### src/rtl/cache_arb_pkg.sv
// Shared types for the two-requester cache-port arbiter.
// Holds the FSM encoding, the requester index type and the op encoding.
package cache_arb_pkg;

    localparam int NUM_REQ = 2;

    typedef enum logic [1:0] {IDLE, ISSUE, WAIT, RESP} arb_state_t;

    typedef logic [0:0] req_idx_t;

    typedef enum logic {OP_READ, OP_WRITE} arb_op_t;

    function automatic logic [NUM_REQ-1:0] idx_to_onehot(input req_idx_t idx);
        return NUM_REQ'(1) << idx;
    endfunction

endpackage

### src/rtl/cache_arbiter_rr_pick.sv
// Round-robin winner selection: scan upward from the requester after 'last'.
// Purely combinational so the policy can grow to more requesters unchanged.
module rr_pick
    import cache_arb_pkg::*;
(
    input  logic [NUM_REQ-1:0] pending,
    input  req_idx_t           last,
    output logic               valid,
    output req_idx_t           winner
);

    req_idx_t cand;

    always_comb begin
        valid  = 1'b0;
        winner = '0;
        cand   = '0;
        for (int k = 1; k <= NUM_REQ; k++) begin
            cand = req_idx_t'((int'(last) + k) % NUM_REQ);
            if (!valid && pending[cand]) begin
                valid  = 1'b1;
                winner = cand;
            end
        end
    end

endmodule

### src/rtl/cache_arbiter.sv
// Shares the single cache port between instruction fetch (0) and LSU (1),
// one transaction at a time, with a response-timeout watchdog.
//
// state | meaning
// IDLE  | waiting for cache_rdy and a pending request
// ISSUE | read/write strobe to the cache is high for this one cycle
// WAIT  | counting cycles until cache_valid or timeout
// RESP  | r_done high to the granted requester; request may change
module cache_arbiter
    import cache_arb_pkg::*;
#(
    parameter int DATA_WIDTH = 32,
    parameter int ADDR_WIDTH = 32,
    parameter int TIMEOUT    = 64
) (
    input  logic                          clk,
    input  logic                          rst,
    input  logic [NUM_REQ-1:0]            r_ren,
    input  logic [NUM_REQ-1:0]            r_wen,
    input  logic [NUM_REQ*ADDR_WIDTH-1:0] r_addr,
    input  logic [NUM_REQ*DATA_WIDTH-1:0] r_din,
    output logic [NUM_REQ-1:0]            r_gnt,
    output logic [NUM_REQ-1:0]            r_done,
    output logic [DATA_WIDTH-1:0]         r_dout,
    output logic                          r_err,
    input  logic                          cache_rdy,
    input  logic                          cache_valid,
    input  logic [DATA_WIDTH-1:0]         cache_dout,
    output logic                          cache_ren,
    output logic                          cache_wen,
    output logic [ADDR_WIDTH-1:0]         cache_addr,
    output logic [DATA_WIDTH-1:0]         cache_din,
    output logic                          busy
);

    localparam int TW = $clog2(TIMEOUT + 1);

    arb_state_t            state, state_nxt;
    req_idx_t              last, last_nxt;
    req_idx_t              gnt_idx, gnt_idx_nxt;
    req_idx_t              pick_idx;
    logic                  pick_valid;
    arb_op_t               op, op_nxt;
    logic [TW-1:0]         timer, timer_nxt;
    logic [NUM_REQ-1:0]    r_gnt_nxt, r_done_nxt;
    logic [DATA_WIDTH-1:0] r_dout_nxt, cache_din_nxt;
    logic [ADDR_WIDTH-1:0] cache_addr_nxt;
    logic                  r_err_nxt, cache_ren_nxt, cache_wen_nxt, busy_nxt;

    rr_pick u_rr_pick (
        .pending (r_ren | r_wen),
        .last    (last),
        .valid   (pick_valid),
        .winner  (pick_idx)
    );

    always_ff @(posedge clk or posedge rst) begin
        if (rst) begin
            state      <= IDLE;
            last       <= req_idx_t'(1);
            gnt_idx    <= '0;
            op         <= OP_READ;
            timer      <= '0;
            r_gnt      <= '0;
            r_done     <= '0;
            r_dout     <= '0;
            r_err      <= 1'b0;
            cache_ren  <= 1'b0;
            cache_wen  <= 1'b0;
            cache_addr <= '0;
            cache_din  <= '0;
            busy       <= 1'b0;
        end else begin
            state      <= state_nxt;
            last       <= last_nxt;
            gnt_idx    <= gnt_idx_nxt;
            op         <= op_nxt;
            timer      <= timer_nxt;
            r_gnt      <= r_gnt_nxt;
            r_done     <= r_done_nxt;
            r_dout     <= r_dout_nxt;
            r_err      <= r_err_nxt;
            cache_ren  <= cache_ren_nxt;
            cache_wen  <= cache_wen_nxt;
            cache_addr <= cache_addr_nxt;
            cache_din  <= cache_din_nxt;
            busy       <= busy_nxt;
        end
    end

    always_comb begin
        state_nxt      = state;
        last_nxt       = last;
        gnt_idx_nxt    = gnt_idx;
        op_nxt         = op;
        timer_nxt      = timer;
        r_gnt_nxt      = r_gnt;
        r_done_nxt     = r_done;
        r_dout_nxt     = r_dout;
        r_err_nxt      = r_err;
        cache_ren_nxt  = cache_ren;
        cache_wen_nxt  = cache_wen;
        cache_addr_nxt = cache_addr;
        cache_din_nxt  = cache_din;
        busy_nxt       = busy;

        case (state)
            IDLE: begin
                if (cache_rdy && pick_valid) begin
                    gnt_idx_nxt    = pick_idx;
                    op_nxt         = r_wen[pick_idx] ? OP_WRITE : OP_READ;
                    cache_addr_nxt = r_addr[int'(pick_idx)*ADDR_WIDTH +: ADDR_WIDTH];
                    cache_din_nxt  = r_din[int'(pick_idx)*DATA_WIDTH +: DATA_WIDTH];
                    r_gnt_nxt      = idx_to_onehot(pick_idx);
                    cache_wen_nxt  = (op_nxt == OP_WRITE);
                    cache_ren_nxt  = (op_nxt == OP_READ);
                    busy_nxt       = 1'b1;
                    state_nxt      = ISSUE;
                end
            end
            ISSUE: begin
                cache_ren_nxt = 1'b0;
                cache_wen_nxt = 1'b0;
                timer_nxt     = '0;
                state_nxt     = WAIT;
            end
            WAIT: begin
                timer_nxt = timer + 1'b1;
                // a response arriving on the timeout cycle still counts as good
                if (cache_valid) begin
                    r_dout_nxt = cache_dout;
                    r_done_nxt = r_gnt;
                    r_err_nxt  = 1'b0;
                    state_nxt  = RESP;
                end else if (timer == TW'(TIMEOUT - 1)) begin
                    r_dout_nxt = '0;
                    r_done_nxt = r_gnt;
                    r_err_nxt  = 1'b1;
                    state_nxt  = RESP;
                end
            end
            RESP: begin
                r_done_nxt = '0;
                r_err_nxt  = 1'b0;
                r_gnt_nxt  = '0;
                last_nxt   = gnt_idx;
                busy_nxt   = 1'b0;
                state_nxt  = IDLE;
            end
            default: state_nxt = IDLE;
        endcase
    end

endmodule

### config.mk
export PLATFORM = sky130hd
export DESIGN_NAME = cache_arbiter
export DESIGN_NICKNAME = d
export VERILOG_FILES = /design/src/rtl/cache_arb_pkg.sv /design/src/rtl/cache_arbiter_rr_pick.sv /design/src/rtl/cache_arbiter.sv
export SDC_FILE = /design/constraint.sdc
export NUM_CORES = 1
export LEC_CHECK = 0
export CORE_UTILIZATION = 30
export DETAILED_ROUTE_END_ITERATION = 6
export SLEW_MARGIN = 0
export SYNTH_ARGS = -nofsm -noshare
export SYNTH_HDL_FRONTEND = slang
export SYNTH_SLANG_ARGS = --single-unit
### constraint.sdc
create_clock -name clk -period 5.4 [get_ports clk]
set_input_delay 1.62 -clock clk [delete_from_list [all_inputs] [get_ports clk]]
set_output_delay 1.62 -clock clk [all_outputs]
set_load 0.03 [all_outputs]
==> results.json, run 1 <==
{
  "die_h_um": 133,
  "synthFlopType": "dfrtp_1",
  "slew_headroom": 0.266,
  "place_congestion": 0.765,
  "drive_gt1_frac": 0.0667,
  "overflow": 0,
  "synth-compound-area-share": 0.170,
  "grt_pass1_wl_mm": 24.2,
  "hpwl_mm": 11.4,
  "stdcell_count": 955,
  "crit_buf_inv": 2,
  "ir_worst_vdd_mv": 0.319,
  "status": "finished clean",
  "drc": 0,
  "worst_slew_pin_slew_ns": 1.10,
  "rsz0062_at_grt": "no",
  "cts.path.max_buffers": 2,
  "synth-xor-area-share": 0.00171,
  "cp_max_fo": 43,
  "synthMuxAreaShare": 0.132,
  "clkTransAtPathRegs_ns": 0.06,
  "critPathArrivalTime_ns": 3.79,
  "fin_skew_ns": 0.00915,
  "cts_sinks": 115,
  "die_x_um": 133,
  "io-pin-count": 272,
  "slowest_delay_ns": 0.85,
  "period_share": 0.653,
  "grt_use_total": 0.180,
  "wirelength_mm": 15.5,
  "fin_nets": 896,
  "reg2reg_from": "timer[0]",
  "synth_warnings": 0,
  "core_mm2": 0.0166,
  "hold_start": "r_dout[28]",
  "grt_use_met2": 0.309,
  "syn2layout_area_growth_pct": 70.9,
  "drt_iter0_markers": 215,
  "rows": 47,
  "cts_hold_buf": 0,
  "r2r_end": "r_done[0]",
  "placedCellCount": 923,
  "synthSimpleGateAreaFrac": 0.0802,
  "yosys-top-cells-area": "dfrtp_1 (56%), mux2i_1 (13%), a21oi_1 (7.0%), a22o_1 (5.5%), nor2_1 (5.1%)",
  "hp-class": "reg -> reg",
  "synth-adder-area-share": 0.0147,
  "cts_buffers": 17,
  "cts_setup_buffers": 0,
  "synth_top_cell_by_area": "dfrtp_1",
  "crit_required_ns": 5.66,
  "ys_types": 45,
  "die_area_mm2": 0.0176,
  "synth_top_area_frac": 0.557,
  "antenna_found_initial": 0,
  "finalHoldViolCount": 0,
  "busiest_layer": "met2",
  "synthCells": 458,
  "switchingPower_mw": 2.11,
  "max_freq_mhz": 283,
  "p_sw_frac": 0.385,
  "synth_async_sr_flop_share": 1.00,
  "powerDensity_mw_per_mm2": 628,
  "setup_tns_ns": 0,
  "synth_seq_cells": 115,
  "fin_crit_ns": 3.53,
  "cap_violations": 0,
  "portBuffers": 271,
  "synth_nets": 632,
  "use_met1": 0.203,
  "cpLargestDelayFamily": "compound AO/OA/AOI/OAI gates",
  "syn_avg_cell_area_um2": 11.2,
  "cts-root-buf": "clkbuf_16",
  "slowest_stage": "o21ai_4",
  "grt_max_degree": 101,
  "power.internal_mw": 3.38,
  "synth_top_family_by_area": "compound AO/OA/AOI/OAI gates",
  "via_count": 4471,
  "start_util": 0.308,
  "synth_common_cells": "dfrtp_1 (114), a21oi_1 (72), nor2_1 (70)",
  "grtUsageMet3": 0.0663,
  "clk_latency_ns": 0.41,
  "cts_resized": 0,
  "crit_type": "in -> reg",
  "viasPerCell": 4.68,
  "wl_per_cell_um": 16.3,
  "power_frac_comb": 0.480,
  "worst-r2r-setup-slack_ns": 3.07,
  "synth_edf_count": 0,
  "path_cells": "clkdlybuf4s50_1, o21ai_4, buf_12, mux2i_1, a21oi_1",
  "diodes": 0,
  "p_clk_frac": 0.248,
  "maxSlewViolCount": 0,
  "start_kind": "input pin",
  "grt_pass1_vias": 4535,
  "p_leak_nw": 3.75,
  "first_pass_iters": 4,
  "cp-end-kind": "flop",
  "holdPathStages": 1,
  "cts_max_level": 4,
  "reg2reg_depth": 5,
  "synth.most_common_cell": "dfrtp_1",
  "synth_area_mm2": 0.00512,
  "min_to": "r_dout[28]",
  "ant_nets": 0,
  "ys_seq_area_frac": 0.562,
  "cts_tree": "built",
  "setup_violations": 0,
  "seq_power_share": 0.272,
  "crit_path_start": "r_wen[1]"
}
[how the worst max path moves through the flow]
stage                           endpoint  slack (ns)  cells after the start
after floorplan                     busy        0.74                      1
after global placement    cache_addr[25]        1.51                      5
after detailed placement   cache_din[25]        1.43                      5
after CTS                 cache_addr[21]        1.86                      5
after global routing      cache_addr[21]        1.70                      5
final                     cache_addr[21]        1.87                      5
[power by group through the flow]
stage	combinational (mW)	clock (mW)	sequential [mW]
floorplan	0.856	0	2.20
global placement	2.63	0	1.49
detailed placement	2.67	0	1.50
CTS	2.67	1.39	1.50
global route	2.81	1.43	1.54
finish	2.64	1.36	1.49
[area by class of cell]
cell class | instances | area, um^2
Clock buffer | 23 | 498
Clock inverter | 9 | 220
Fill cell | 1467 | 7890
Inverter | 10 | 40.0
Multi-Input combinational cell | 303 | 2060
Sequential cell | 115 | 2880
Tap cell | 220 | 275
Timing Repair Buffer | 275 | 2780
[sequential cells by signal, indices dropped and copies added, names as in the netlist]
signal,count
state,2
r_err,1
cache_din,32
cache_addr,32
timer,7
busy,1
last,1
cache_ren,1
cache_wen,1
r_gnt,2
r_dout,32
gnt_idx,1
r_done,2
[layout by cell type (no fill, tap or decap), types with 2 or more instances in the layout]
master / instances
clkbuf_8: 5
a21oi_1: 72
ha_1: 6
nand2_1: 8
nand4_1: 2
nand2b_1: 2
o2bb2ai_1: 3
o21ai_0: 12
bufinv_16: 7
clkinv_2: 2
nand3_1: 4
mux2i_1: 65
nor2_2: 2
nor2_1: 68
clkbuf_16: 17
a22o_1: 32
dfrtp_1: 114
inv_1: 9
buf_12: 3
clkdlybuf4s50_1: 271
[logic make-up (layout without fill, tap and decap cells)]
logic type                 Yosys count  in the layout
buffers and inverters               40            317
muxes                               67             67
DFF                                115            115
and+or+nand+nor                     96             96
adders and majority gates            6              6
xor gates and xnor gates             1              1
AOI/OAI and AO/OA                  133            133
[metrics by stage]
step	hold slack, ns	power, mW	cell area (um^2)	setup slack, ns	util
CTS	0.502	5.56	8750	1.86	0.526
global route	0.520	5.79	8750	1.70	0.526
finish	0.499	5.49	8750	1.87	0.526
detailed placement	0.480	4.16	8030	1.43	0.483
global placement	0.482	4.12	8030	1.51	0.483
floorplan	0.465	3.06	5120	0.738	-
[routing by layer]
layer,vias to the layer above,part of all wire
met5,-,0
met3,21,0.076
li1,2152,-
met2,163,0.52
met4,0,0.020
met1,2135,0.39
Note: power is estimated with default switching activity, not from simulation.
==> run 2: changes to the inputs <==
==> constraint.sdc (replaced) <==
create_clock -name clk -period 3.55 [get_ports clk]
set_input_delay 1.065 -clock clk [delete_from_list [all_inputs] [get_ports clk]]
set_output_delay 1.065 -clock clk [all_outputs]
set_load 0.03 [all_outputs]
==> results.json, run 2 (synthesized netlist as in run 1, its figures left out) <==
{
  "antenna_found_initial": 0,
  "reg_top3": "cache_addr: 32 flops, cache_din: 32 flops, r_dout: 32 flops",
  "cp-end-kind": "flop",
  "rows": 47,
  "regArea_mm2": 0.00288,
  "crit_required_ns": 3.87,
  "die_h_um": 133,
  "viasPerCell": 4.69,
  "ir_worst_vdd_mv": 0.481,
  "rsz0062_at_grt": "no",
  "crit_type": "in -> reg",
  "cts_sinks": 115,
  "finalHoldViolCount": 0,
  "critPathArrivalTime_ns": 3.07,
  "hpwl_mm": 11.5,
  "status": "finished clean",
  "cp_max_fo": 81,
  "start_kind": "input pin",
  "worst-r2r-setup-slack_ns": 1.31,
  "syn2layout_area_growth_pct": 68.9,
  "die_area_mm2": 0.0176,
  "cap_violations": 0,
  "cts_tree": "built",
  "drc": 0,
  "slowest_delay_ns": 0.62,
  "diodes": 0,
  "powerDensity_mw_per_mm2": 931,
  "grt_use_total": 0.183,
  "start_util": 0.308,
  "path_cells": "clkdlybuf4s50_1, nor4_1, nor2_4, buf_12, nor2_1, a21oi_1",
  "clkTransAtPathRegs_ns": 0.05,
  "cts-root-buf": "clkbuf_16",
  "cts_resized": 0,
  "cts_buffers": 17,
  "fill_cells": 1450,
  "wl_per_cell_um": 16.5,
  "ant_nets": 0,
  "final_common_cell": "clkdlybuf4s50_1",
  "io-pin-count": 272,
  "core_mm2": 0.0166,
  "place_congestion": 0.789,
  "via_count": 4490,
  "drive_gt1_frac": 0.0611,
  "cts_hold_buf": 0,
  "layout_common_cells": "clkdlybuf4s50_1 (271), dfrtp_1 (114), a21oi_1 (72), nor2_1 (68), mux2i_1 (65)",
  "cts_max_level": 4,
  "cts.path.max_buffers": 2,
  "max_freq_mhz": 364,
  "design_area_mm2": 0.00865,
  "fin_skew_ns": 0.00950,
  "worst_slew_pin_slew_ns": 0.711,
  "wirelength_mm": 15.8,
  "die_x_um": 133,
  "cts_setup_buffers": 0,
  "p_leak_nw": 3.69,
  "overflow": 0,
  "period_share": 0.773,
  "setup_violations": 0,
  "drt_iter0_markers": 213,
  "maxSlewViolCount": 0,
  "fin_nets": 899,
  "portBuffers": 271,
  "multi_input_area_mm2": 0.00206,
  "fin_crit_ns": 2.75,
  "slew_headroom": 0.525,
  "hp-class": "reg -> reg",
  "slowest_stage": "clkdlybuf4s50_1",
  "grt_pass1_wl_mm": 24.8,
  "dpl_cell_area_mm2": 0.00807,
  "cpLargestDelayFamily": "buffers and inverters",
  "grt_max_degree": 116,
  "grt_pass1_vias": 4690,
  "crit_buf_inv": 2,
  "setup_tns_ns": 0,
  "first_pass_iters": 6,
  "clk_latency_ns": 0.41
}
==> run 2: cell count changes in the layout (fill, tap and decap cells not counted), sizes merged <==
cell / previous run / this run
buf: 4 / 7
clkinvlp: 0 / 1
bufinv: 7 / 3
clkbuf: 23 / 26
inv: 10 / 9
==> run 2: layer usage <==
| layer | up-vias | track usage | part of all wire |
|---|---|---|---|
| met5 | - | 0 | 0 |
| met4 | 0 | 0.0562 | 0.013 |
| met3 | 19 | 0.0663 | 0.062 |
| met2 | 153 | 0.324 | 0.52 |
| met1 | 2153 | 0.205 | 0.40 |
| li1 | 2165 | - | - |
==> run 2: path summary, 6_finish.rpt <==
path                       startpoint            to  cells past startpoint
max in group asynchronous         rst     cache_ren                      3
setup reg to reg             state[0]  cache_din[5]                      7
hold / removal              r_dout[3]     r_dout[3]                      1
hold reg to reg             r_dout[3]     r_dout[3]                      1
min in group asynchronous         rst      timer[4]                      3
setup / recovery             r_wen[1]  cache_din[5]                      6
==> run 2: cell type report <==
cell class	instances	area share
clock buffers	26	0.0554
clock inverters	5	0.0116
flip-flops and latches	115	0.333
repair buffers	278	0.326
multi-input cells	303	0.238
inverters	10	0.00477
well taps	220	0.0318
==> run 2: per-stage QoR <==
step	utilization	setup WS (ns)	power (mW)	instances	hold WS [ns]
after floorplan	-	1.09	4.66	458	0.465
after global placement	0.485	0.477	6.31	926	0.483
after detailed placement	0.485	0.373	6.39	926	0.481
after CTS	0.520	0.801	8.15	957	0.501
after global routing	0.520	0.635	8.49	957	0.518
final	0.520	0.804	8.05	957	0.496
==> run 2: power breakdown <==
part | internal (mW) | switching [mW]
clock network | 1.13 | 0.565
logic | 1.76 | 2.32
registers | 1.92 | 0.355
total | 4.81 | 3.24
==> run 3: changes to the inputs <==
--- a/config.mk
+++ b/config.mk
@@ -7,6 +7,7 @@
 export LEC_CHECK = 0
 export CORE_UTILIZATION = 30
 export DETAILED_ROUTE_END_ITERATION = 6
+export PLACE_DENSITY = 0.67
 export SLEW_MARGIN = 0
 export SYNTH_ARGS = -nofsm -noshare
 export SYNTH_HDL_FRONTEND = slang
==> constraint.sdc (replaced) <==
create_clock -name clk -period 2.4 [get_ports clk]
set_input_delay 0.72 -clock clk [delete_from_list [all_inputs] [get_ports clk]]
set_output_delay 0.72 -clock clk [all_outputs]
set_load 0.03 [all_outputs]
==> results.json, run 3 (synthesized netlist as in run 1, its figures left out) <==
{
  "path_cells": "clkdlybuf4s50_1",
  "crit_buf_inv": 1,
  "cp.depth": 1,
  "clkTransAtPathRegs_ns": 0.06,
  "cts_max_level": 4,
  "cts-root-buf": "clkbuf_16",
  "worst-r2r-setup-slack_ns": 0.56,
  "grt_use_total": 0.182,
  "hp-class": "reg -> reg",
  "maxSlewViolCount": 0,
  "drc": 0,
  "core_mm2": 0.0166,
  "grt_pass1_wl_mm": 24.7,
  "reg_top3": "cache_addr: 32 flops, cache_din: 32 flops, r_dout: 32 flops",
  "slowest_delay_ns": 0.71,
  "start_kind": "flop",
  "grt_max_degree": 71,
  "dpl_cell_area_mm2": 0.00823,
  "max_freq_mhz": 442,
  "p_total_mw": 12.1,
  "power_frac_comb": 0.509,
  "final_common_cell": "clkdlybuf4s50_1",
  "cpLargestDelayFamily": "buffers and inverters",
  "rows": 47,
  "drive_gt1_frac": 0.0927,
  "crit_type": "reg -> out",
  "critPathArrivalTime_ns": 1.54,
  "status": "finished clean",
  "syn2layout_area_growth_pct": 72.4,
  "rsz0062_at_grt": "no",
  "power.internal_mw": 7.12,
  "drt_iter0_markers": 217,
  "setup_violations": 0,
  "cts_setup_buffers": 0,
  "fin_skew_ns": 0.00879,
  "holdPathStages": 1,
  "cts_tree": "built",
  "powerDensity_mw_per_mm2": 1370,
  "wl_per_cell_um": 16.0,
  "start_util": 0.308,
  "die_x_um": 133,
  "die_h_um": 133,
  "first_pass_iters": 4,
  "portBuffers": 271,
  "min_to": "r_dout[12]",
  "io-pin-count": 272,
  "p_leak_nw": 3.80,
  "r2r_end": "timer[5]",
  "switchingPower_mw": 4.94,
  "slowest_stage": "clkdlybuf4s50_1",
  "period_share": 0.942,
  "cts_buffers": 17,
  "overflow": 0,
  "crit_required_ns": 1.68,
  "hpwl_mm": 11.5,
  "design_area_mm2": 0.00883,
  "antenna_found_initial": 0,
  "p_clk_frac": 0.211,
  "reg2reg_from": "state[0]",
  "finish.utilization": 0.530,
  "cp_max_fo": 4,
  "fill_cells": 1436,
  "diodes": 0,
  "place_congestion": 0.829,
  "seq_power_share": 0.280,
  "fin_crit_ns": 2.26,
  "ant_nets": 0,
  "cts.path.max_buffers": 2,
  "viasPerCell": 4.70,
  "worst_slew_pin_slew_ns": 0.601,
  "layout_common_cells": "clkdlybuf4s50_1 (271), dfrtp_1 (114), a21oi_1 (72), nor2_1 (68), mux2i_1 (65)",
  "wirelength_mm": 15.6,
  "ir_worst_vdd_mv": 0.824,
  "p_sw_frac": 0.410,
  "die_area_mm2": 0.0176,
  "cts_hold_buf": 0,
  "cp-end-kind": "output port",
  "cts_sinks": 115,
  "finalHoldViolCount": 0,
  "slew_headroom": 0.599,
  "reg2reg_depth": 5,
  "cap_violations": 0,
  "hold_start": "r_dout[12]",
  "grt_pass1_vias": 4907,
  "clk_latency_ns": 0.42,
  "via_count": 4583,
  "fin_nets": 916,
  "cts_resized": 0,
  "whs_ns": 0.500
}
[run 3: changes by cell type in the layout (fill, tap and decap cells not counted), sizes merged]
cell	delta
clkbuf	-9
buf	+17
clkinvlp	+1
clkinv	+2
bufinv	-1
inv	+8
[run 3: cell type report]
type	count	area, um^2	share of cell area
timing repair buffer	295	2980	0.338
sequential	115	2880	0.326
multi-input combinational	303	2060	0.233
clock buffer	17	425	0.0482
tap	220	275	0.0312
clock inverter	15	169	0.0191
inverter	10	41.3	0.00468
[run 3: metal layers]
layer,up-vias,part of all wire,routed length [um],global-route usage
li1,2198,-,-,-
met3,29,0.065,1020,0.0590
met1,2182,0.40,6280,0.199
met4,0,0.022,346,0.0722
met2,174,0.51,7920,0.323
met5,-,0,0,0
[run 3: per-stage QoR]
step | setup TNS [ns] | setup slack [ns] | cells
after global placement | -0.885 | -0.0292 | 943
after detailed placement | -1.06 | -0.0693 | 943
after floorplan | 0 | 0.281 | 458
after CTS | 0 | 0.112 | 975
after global routing | 0 | 0.0896 | 975
final | 0 | 0.139 | 975
[run 3: how the worst max path moves through the flow]
stage                           to  startpoint
global route              r_gnt[1]    r_gnt[1]
CTS                       r_gnt[0]    r_gnt[0]
finish                    r_gnt[0]    r_gnt[0]
global placement    cache_addr[27]    r_wen[1]
detailed placement   cache_din[26]    r_wen[1]
floorplan                     busy         rst
[run 3: power by group through the flow]
stage          logic [mW]  registers, mW  clock network, mW
2_1_floorplan        1.93           4.96                  0
6_report             6.13           3.38               2.55
3_3_place_gp         6.08           3.36                  0
5_1_grt              6.53           3.48               2.70
4_1_cts              6.20           3.39               2.60
3_5_place_dp         6.18           3.38                  0
